File: config.mk
export PLATFORM = sky130hd
export DESIGN_NAME = vu_level_proc_flat
export DESIGN_NICKNAME = d
export VERILOG_FILES = /design/src/rtl/vu_level_proc_if.sv /design/src/rtl/vu_level_proc.sv /design/src/flat_wrapper.sv
export SDC_FILE = /design/constraint.sdc
export NUM_CORES = 1
export LEC_CHECK = 0
export CELL_PAD_IN_SITES_DETAIL_PLACEMENT = 1
export CELL_PAD_IN_SITES_GLOBAL_PLACEMENT = 2
export CORE_MARGIN = 2
export CORE_UTILIZATION = 39
export CTS_CLUSTER_SIZE = 16
export DETAILED_ROUTE_END_ITERATION = 10
export PLACE_DENSITY = 0.86
export SYNTH_ARGS = -nofsm -noshare
export SYNTH_HDL_FRONTEND = slang
export SYNTH_SLANG_ARGS = --single-unit
File: constraint.sdc
create_clock -name clk -period 9.1 [get_ports clk]
set_clock_uncertainty 0.05 [all_clocks]
set_input_delay 1.82 -clock clk [delete_from_list [all_inputs] [get_ports clk]]
set_output_delay 1.82 -clock clk [all_outputs]
set_load 0.01 [all_outputs]
File: src/rtl/vu_level_proc_if.sv
// vu_level_proc_if: sample input, frame tick and meter outputs of the VU level processor.
// master = sample/frame source side, slave = level processor.
interface vu_level_proc_if #(
    parameter int SEGMENTS = 16
);
    localparam int LW = $clog2(SEGMENTS + 1);

    logic [7:0]    rx_data;
    logic          rx_valid;
    logic          frame_tick;
    logic [LW-1:0] level;
    logic [LW-1:0] peak;
    logic          win_done;
    logic          clip;

    modport master (
        output rx_data,
        output rx_valid,
        output frame_tick,
        input  level,
        input  peak,
        input  win_done,
        input  clip
    );

    modport slave (
        input  rx_data,
        input  rx_valid,
        input  frame_tick,
        output level,
        output peak,
        output win_done,
        output clip
    );
endinterface

File: src/rtl/vu_level_proc.sv
// vu_level_proc: windowed peak magnitude of signed 8-bit samples, mapped to a bar
// height with instant attack, per-frame decay and a held peak marker.
// Optional clip indicator is built only when VU_CLIP_EN is defined.
module vu_level_proc #(
    parameter int SEGMENTS   = 16,
    parameter int WINDOW     = 256,
    parameter int HOLD_TICKS = 48,
    parameter int DECAY_STEP = 1
) (
    input  logic          clk,
    input  logic          rst,
    vu_level_proc_if.slave bus
);
    localparam int LW = $clog2(SEGMENTS + 1);
    localparam int CW = $clog2(WINDOW);
    localparam int HW = $clog2(HOLD_TICKS + 1);

    logic [CW-1:0] count_q, count_d;
    logic [6:0]    wmax_q, wmax_d;
    logic [LW-1:0] target_q, target_d;
    logic [LW-1:0] level_q, level_d;
    logic [LW-1:0] peak_q, peak_d;
    logic [HW-1:0] hold_q, hold_d;
    logic          win_done_q, win_done_d;

    logic [7:0]    neg_data;
    logic [6:0]    mag;
    logic [6:0]    wmax_incl;
    logic          win_end;
    logic [LW-1:0] seg;

    assign neg_data = ~bus.rx_data + 8'd1;

    // Sample magnitude (-128 saturates to 127), window max including the current
    // sample, and its mapping onto 0..SEGMENTS.
    always_comb begin
        mag = bus.rx_data[6:0];
        if (bus.rx_data == 8'h80) begin
            mag = 7'h7F;
        end else if (bus.rx_data[7]) begin
            mag = neg_data[6:0];
        end
        wmax_incl = wmax_q;
        if (bus.rx_valid && (mag > wmax_q)) begin
            wmax_incl = mag;
        end
        win_end = bus.rx_valid && (count_q == CW'(WINDOW - 1));
        seg     = LW'(((32'(wmax_incl) + 32'd1) * 32'(SEGMENTS)) >> 7);
    end

    // Window bookkeeping: count samples, track max, publish a new target at window end.
    always_comb begin
        count_d    = count_q;
        wmax_d     = wmax_q;
        target_d   = target_q;
        win_done_d = 1'b0;
        if (bus.rx_valid) begin
            if (win_end) begin
                count_d    = '0;
                wmax_d     = '0;
                target_d   = seg;
                win_done_d = 1'b1;
            end else begin
                count_d = count_q + CW'(1);
                wmax_d  = wmax_incl;
            end
        end
    end

    // Bar height: attack immediately to a higher target; otherwise fall toward the
    // target by DECAY_STEP per frame tick, never undershooting it.
    always_comb begin
        level_d = level_q;
        if (target_d > level_q) begin
            level_d = target_d;
        end else if (bus.frame_tick && (level_q > target_d)) begin
            if ((int'(level_q) - int'(target_d)) > DECAY_STEP) begin
                level_d = level_q - LW'(DECAY_STEP);
            end else begin
                level_d = target_d;
            end
        end
    end

    // Peak marker: jumps up with the bar and re-arms the hold timer; once the hold
    // expires it drops one segment per frame but never below the bar.
    always_comb begin
        peak_d = peak_q;
        hold_d = hold_q;
        if (level_d > peak_q) begin
            peak_d = level_d;
            hold_d = HW'(HOLD_TICKS);
        end else if (bus.frame_tick) begin
            if (hold_q != '0) begin
                hold_d = hold_q - HW'(1);
            end else if (peak_q > level_d) begin
                peak_d = peak_q - LW'(1);
            end
        end
    end

    // Datapath state registers.
    always_ff @(posedge clk or posedge rst) begin
        if (rst) begin
            count_q    <= '0;
            wmax_q     <= '0;
            target_q   <= '0;
            level_q    <= '0;
            peak_q     <= '0;
            hold_q     <= '0;
            win_done_q <= 1'b0;
        end else begin
            count_q    <= count_d;
            wmax_q     <= wmax_d;
            target_q   <= target_d;
            level_q    <= level_d;
            peak_q     <= peak_d;
            hold_q     <= hold_d;
            win_done_q <= win_done_d;
        end
    end

    assign bus.level    = level_q;
    assign bus.peak     = peak_q;
    assign bus.win_done = win_done_q;

`ifdef VU_CLIP_EN
    logic [HW-1:0] clip_cnt_q, clip_cnt_d;
    logic          clip_q, clip_d;

    // Clip timer: any full-scale sample reloads it, frame ticks run it down.
    always_comb begin
        clip_cnt_d = clip_cnt_q;
        if (bus.rx_valid && (mag == 7'h7F)) begin
            clip_cnt_d = HW'(HOLD_TICKS);
        end else if (bus.frame_tick && (clip_cnt_q != '0)) begin
            clip_cnt_d = clip_cnt_q - HW'(1);
        end
        clip_d = (clip_cnt_d != '0);
    end

    // Clip timer and registered indicator.
    always_ff @(posedge clk or posedge rst) begin
        if (rst) begin
            clip_cnt_q <= '0;
            clip_q     <= 1'b0;
        end else begin
            clip_cnt_q <= clip_cnt_d;
            clip_q     <= clip_d;
        end
    end

    assign bus.clip = clip_q;
`else
    assign bus.clip = 1'b0;
`endif

endmodule

File: src/flat_wrapper.sv
// flat-port wrapper written by rule: the top's interface ports become plain ports
module vu_level_proc_flat 
#(
    parameter int SEGMENTS   = 16,
    parameter int WINDOW     = 256,
    parameter int HOLD_TICKS = 48,
    parameter int DECAY_STEP = 1
)
  (clk, rst, bus_rx_data, bus_rx_valid, bus_frame_tick, bus_level, bus_peak, bus_win_done, bus_clip);
  vu_level_proc_if #(.SEGMENTS(SEGMENTS)) bus_i ();
  input  logic clk;
  input  logic rst;
  input wire logic [$bits(bus_i.rx_data)-1:0] bus_rx_data;
  input wire logic [$bits(bus_i.rx_valid)-1:0] bus_rx_valid;
  input wire logic [$bits(bus_i.frame_tick)-1:0] bus_frame_tick;
  output wire logic [$bits(bus_i.level)-1:0] bus_level;
  output wire logic [$bits(bus_i.peak)-1:0] bus_peak;
  output wire logic [$bits(bus_i.win_done)-1:0] bus_win_done;
  output wire logic [$bits(bus_i.clip)-1:0] bus_clip;
  assign bus_i.rx_data = bus_rx_data;
  assign bus_i.rx_valid = bus_rx_valid;
  assign bus_i.frame_tick = bus_frame_tick;
  assign bus_level = bus_i.level;
  assign bus_peak = bus_i.peak;
  assign bus_win_done = bus_i.win_done;
  assign bus_clip = bus_i.clip;
  vu_level_proc #(.SEGMENTS(SEGMENTS), .WINDOW(WINDOW), .HOLD_TICKS(HOLD_TICKS), .DECAY_STEP(DECAY_STEP)) u_core (.clk(clk), .rst(rst), .bus(bus_i));
endmodule
# After elaboration in Yosys (flattened, before gate mapping)
# Cells that the tools add are included.
dict set report totals {
  register_bits 37
  in_bits 12
  output_inout_bits 12
  wordCells 52
}
dict set report classes {
  addsub 7
  order_cmp 6
  eq_ne 3
  muxes 19
  bitwise 1
  reduce_logical 9
}
# op n
set op_table {}
lappend op_table {{5-bit two-way mux} 9}
lappend op_table {{32-bit by 2-bit greater-than comparator with 1-bit output (second input constant)} 1}
lappend op_table {{7-bit two-way mux} 4}
lappend op_table {{5-bit greater-than comparator} 4}
lappend op_table {{6-bit two-way mux} 3}
lappend op_table {{8-bit equality test (second input constant)} 2}
lappend op_table {{5-bit by 1-bit subtractor with 5-bit output (second input constant)} 2}
lappend op_table {{7-bit by 1-bit adder with 8-bit output (second input constant)} 1}
lappend op_table {{8-bit by 1-bit adder with 8-bit output (second input constant)} 1}
lappend op_table {{8-bit two-way mux} 1}
lappend op_table {{7-bit by 1-bit adder with 7-bit output (second input constant)} 1}
lappend op_table {{7-bit greater-than comparator} 1}
lappend op_table {{7-bit inverter} 1}
lappend op_table {{2-bit nonzero test} 3}
lappend op_table {{6-bit nonzero test} 1}
lappend op_table {{5-bit by 5-bit subtractor with 6-bit output} 1}
lappend op_table {{6-bit by 1-bit subtractor with 6-bit output (second input constant)} 1}
lappend op_table {{1-bit logical AND} 3}
lappend op_table {{3-bit AND reduction} 1}
lappend op_table {{1-bit two-way mux} 2}
lappend op_table {{2-bit by 1-bit inequality test with 1-bit output (second input constant)} 1}
lappend op_table {{2-bit AND reduction} 1}

# Logic depth before layout (Yosys ltp)
dict set report depth {
  ltp_word 20
  mapped_depth 30
  depth_no_buf 29
}

# Least setup slack after synthesis
# OpenSTA, ideal clock, no wires.
dict set report synth_timing {
  path_type {input to register}
  startpoint {in bus_rx_data[0]}
  endpoint {reg u_core.peak_q[3], in the netlist u_core.bus.peak[3]}
  setup_time_ns 0.077
  arrival_time_ns 7.769
  required_ns 8.973
  path_slack_ns 1.204
  stages 29
  n_path_buf 2
  path_cell_list {inv_1 ha_1 or3b_2 o311ai_0 o21a_1 ha_1 nand4_1 a21oi_1 o221a_2 clkbuf_1 nand3_1 and3_1 a21oi_2 inv_1 fa_1 nand2b_1 a21oi_1 xor2_1 o32ai_2 mux2_2 a31oi_1 o221a_2 ha_1 a21oi_1 nor2_1 a211oi_1 clkbuf_1 nor2_1 a21oi_1}
}
dict set report synth_between {
  elab_chain_len 18
  word_cells_on_any_way 26
  classes_between {add/sub: 3; order compare: 6; eq/ne: 2; mux: 9; bitwise: 1; reduce/logical: 5}
}
# element line_no
set synth_lines {}
lappend synth_lines {{start: declaration} flat_wrapper.sv:13} ;# input wire logic [$bits(bus_i.rx_data)-1:0] bus_rx_data;
lappend synth_lines {{7-bit inverter} vu_level_proc.sv:32} ;# assign neg_data = ~bus.rx_data + 8'd1;
lappend synth_lines {{7-bit by 1-bit adder with 7-bit output} vu_level_proc.sv:32}
lappend synth_lines {{7-bit two-way mux} vu_level_proc.sv:40} ;# end else if (bus.rx_data[7]) begin
lappend synth_lines {{7-bit two-way mux (*)} vu_level_proc.sv:38} ;# if (bus.rx_data == 8'h80) begin
lappend synth_lines {{7-bit greater-than comparator} vu_level_proc.sv:44} ;# if (bus.rx_valid && (mag > wmax_q)) begin
lappend synth_lines {{1-bit logical AND} vu_level_proc.sv:44}
lappend synth_lines {{7-bit two-way mux (*)} vu_level_proc.sv:44}
lappend synth_lines {{7-bit by 1-bit adder with 8-bit output (*)} vu_level_proc.sv:48} ;# seg = LW'(((32'(wmax_incl) + 32'd1) * 32'(SEGMENTS)) >> 7);
lappend synth_lines {{[2 not listed]} n/a}
lappend synth_lines {{via u_core.target_d[1]} vu_level_proc.sv:20} ;# logic [LW-1:0] target_q, target_d;
lappend synth_lines {{5-bit by 5-bit subtractor with 6-bit output} vu_level_proc.sv:77} ;# if ((int'(level_q) - int'(target_d)) > DECAY_STEP) begin
lappend synth_lines {{32-bit by 2-bit greater-than comparator with 1-bit output} vu_level_proc.sv:77}
lappend synth_lines {{5-bit two-way mux} vu_level_proc.sv:77}
lappend synth_lines {{5-bit two-way mux} vu_level_proc.sv:76} ;# end else if (bus.frame_tick && (level_q > target_d)) begin
lappend synth_lines {{5-bit two-way mux (*)} vu_level_proc.sv:74} ;# if (target_d > level_q) begin
lappend synth_lines {{5-bit greater-than comparator, on equally long branches} {vu_level_proc.sv:90, vu_level_proc.sv:96}}
lappend synth_lines {{2-bit by 1-bit inequality test with 1-bit output (no line) or 2-bit nonzero test (tied branches)} n/a}
lappend synth_lines {{3-bit AND reduction (no line)} n/a}
lappend synth_lines {{end signal: assignment} vu_level_proc.sv:117} ;# peak_q <= peak_d;
lappend synth_lines {{end: declaration} vu_level_proc.sv:22} ;# logic [LW-1:0] peak_q, peak_d;
# Mark *: on every way through the listed nets, which the timed path passes. The rest lies on a longest branch.
# A chain may end at the register's enable or synchronous reset.

# Final worst setup path
# Ends and elaborated chain as after synthesis.

==> run_results.csv <==
group,metric,value,unit
layout,nets,364,
synthesis,ys.flop_type,"dfrtp_1",
flow_run,maxCapViolCount,0,
setup_path,cp_top_family,"simple AND/OR/NAND/NOR gates",
setup_path,cp_slowest_stage_delay,510,ps
grt,grt.total_usage,18.7,%
setup_path,cp-start-kind,"primary input",
clock_tree,cts-root-buf,"clkbuf_8",
synthesis,synth.avg_cell_area,8.99,um^2
synthesis,syn_inst,298,
synthesis,synthesis.area,2680,um^2
clock_tree,clk_latency,290,ps
grt,grt_pass1_vias,2334,
setup_path,slowest_stage,"clkdlybuf4s50_1",
timing,worstMarginPinSlew,524,ps
setup_path,cp_num_buf_inv,4,
power,powerDensity,363,nW/um^2
floorplanning,io_pins,24,
synthesis,syn_nets,334,
clock_tree,postCtsHoldBufs,0,
detailed_routing,drt_iter0_drc,67,
detailed_routing,antenna_left,0,
timing,min_period,8440,ps
timing,fmax,0.118,GHz
placement,dp_hpwl,5.02,mm
grt,grt_pass1_wl,11.2,mm
floorplanning,core.rowCount,30,
layout,area_delta_synth_final,17.6,%
timing,setup_viol,0,
detailed_routing,drc,0,
grt,antenna_found_initial,0,
setup_path,cp.required,9270,ps
floorplanning,core,6720,um^2
clock_tree,cts_buffers,5,
placement,numPortBuffers,22,
clock_tree,tritoncts,"done",
synthesis,synth-seq-cells,37,
timing,rsz0062_at_grt,"no",
outcome,outcome,"finished clean",
synthesis,yosysSeqAreaShare,34.5,%
timing,slew_violations,0,
timing,finalHoldViolCount,0,
detailed_routing,vias,2265,
setup_path,cpMostUsedCell,"a21oi_1",
power,p_leak,1.43,nW
floorplanning,die_area,7550,um^2
layout,antennaDiodeCount,0,
floorplanning,die_w,86.9,um
clock_tree,post_cts_buffers,0,
grt,gr-total-overflow,0,
detailed_routing,wl,6.48,mm
clock_tree,clockBufferDepth,2,
layout,drive_gt1_share,11.2,%
clock_tree,clock-sinks,37,
min_path,min_path_type,"reg -> reg",
synthesis,ys_async_sr_fraction,100,%
setup_path,worstPathMaxFanout,6,
floorplanning,start_util,39.9,%
setup_path,crit_arrival,8610,ps
detailed_routing,avgViaCountPerCell,5.54,
timing,slew_headroom,64.8,%
clock_tree,cts_max_level,2,
power,peakVddDrop,0.000147,V
grt,grt_start_max_net_pins,38,
synthesis,yosysWarnings,0,
clock_tree,cts_resized,0,
layout,final_util,46.9,%
clock_tree,cts.reportedPaths.clkPinSlew,80,ps
synthesis,synth-edff-count,0,
synthesis,synth_cell_type_count,59,
detailed_routing,wire_per_inst,15.8,um
setup_path,crit_type,"in -> reg",
floorplanning,die_h,86.9,um
detailed_routing,drt_first_pass_iters,4,
placement,place_congestion,0.787,
timing,finalCritPeriodShare,92.7,%
setup_path,cp-end-kind,"register",
timing,finalSetupTns,0,ps
## routing by layer
metal	up-vias	part of all wire (%)	global-route usage [%]
li1	1117	-	-
met1	1109	47	25.2
met2	31	48	31.0
met3	8	3.0	2.94
met4	0	1.6	5.68
met5	-	0	0
## flip-flops by register name (all words and copies together) (netlist names)
signal,flops
u_core.count_q,8
u_core.wmax_q,7
u_core.hold_q,6
u_core.bus.level,5
u_core.bus.peak,5
u_core.target_q,5
u_core.bus.win_done,1
## synth_stat cells (all sizes together), types with 2 or more instances
library cell / count / area, um^2
nor3: 4 / 20.0
xnor2: 9 / 78.8
a211oi: 4 / 30.0
mux2: 5 / 60.1
and2b: 2 / 15.0
or2: 2 / 12.5
a31oi: 3 / 18.8
dfrtp: 37 / 926
a21o: 2 / 15.0
or3: 2 / 12.5
a2111oi: 2 / 42.5
o221a: 3 / 33.8
inv: 28 / 105
xor2: 11 / 96.3
clkbuf: 4 / 15.0
nor3b: 2 / 15.0
and2: 2 / 12.5
nor4b: 2 / 30.0
nand4: 8 / 50.1
o21a: 3 / 22.5
a21oi: 27 / 139
ha: 23 / 288
and3: 4 / 25.0
nand2: 22 / 85.1
nand3: 13 / 65.1
nor2: 27 / 101
nand2b: 5 / 31.3
nor2b: 3 / 18.8
nor4: 2 / 12.5
o31ai: 2 / 20.0
o21ai: 9 / 48.8
buf: 3 / 22.5
mux2i: 4 / 40.0
## final timing paths
kind / from / cells after the start / slack (ps) / to
worst max-delay path: bus_rx_data[0] / 30 / 660 / u_core.bus.peak[3]
worst min-delay path: u_core.count_q[2] / 1 / 450 / u_core.count_q[2]
worst max register to register: u_core.count_q[0] / 25 / 3220 / u_core.bus.peak[3]
worst min register to register: u_core.count_q[2] / 1 / 450 / u_core.count_q[2]
max in group asynchronous: rst / 3 / 6780 / u_core.wmax_q[2]
min in group asynchronous: rst / 3 / 1880 / u_core.hold_q[5]
## through the flow
step                      cell area [um^2]  total power (W)  cells  worst slack [ps]  hold WS, ps
after floorplan                       2680         0.000764    298              1200          398
after global placement                3020         0.000956    401               614          423
after detailed placement              3020         0.000987    401               259          440
after CTS                             3140          0.00114    409               515          451
after global routing                  3150          0.00126    409              28.4          487
final                                 3150          0.00114    409               660          452
## cell usage in the layout, fill, tap and decap left out, types with 2 or more instances in the layout
cell type and n:
nor2_1 27, ha_1 23, nand4_1 8, a31oi_1 3, or3_1 2, and3_1 4, a21o_1 2, o221a_2 3
nor4_1 2, nand2b_1 5, nor4b_2 2, dfrtp_1 37, nand2_1 21, a211oi_1 3, xor2_1 11, nor2b_1 3
o21ai_0 8, and2_1 2, mux2i_1 4, o21a_1 3, clkbuf_8 6, clkdlybuf4s50_1 22, inv_1 28, nand3_1 13
mux2_2 4, and2b_1 2, nor3b_1 2, buf_4 8, a21oi_1 26, xnor2_1 9, nor3_1 4
## final cells by class
| type | instances | area (um^2) |
|---|---|---|
| Multi-Input combinational cell | 225 | 1620 |
| Clock buffer | 7 | 86.3 |
| Sequential cell | 37 | 926 |
| Clock inverter | 1 | 30.0 |
| Inverter | 29 | 109 |
| Timing Repair Buffer | 30 | 280 |
| Fill cell | 784 | 3570 |
| Tap cell | 80 | 100 |
## logic make-up (layout without fill, tap and decap cells)
group           count (synthesis)  after routing  synth area share (%)
xor+xnor                       20             20                  6.54
mux                             9              9                  3.73
flops                          37             37                  34.5
simple gates                  105            105                  20.4
compound gates                 66             66                  17.6
buf+inv                        36             67                  5.46
other cells                     1              1                 0.140
fa+ha+maj                      24             24                  11.5
## power breakdown
group	switching, W	internal [W]	total (W)
Clock	0.0000633	0.0000895	0.000153
Combinational	0.000368	0.000324	0.000692
Sequential	0.0000662	0.000231	0.000298
(Power assumes the default switching activity.)
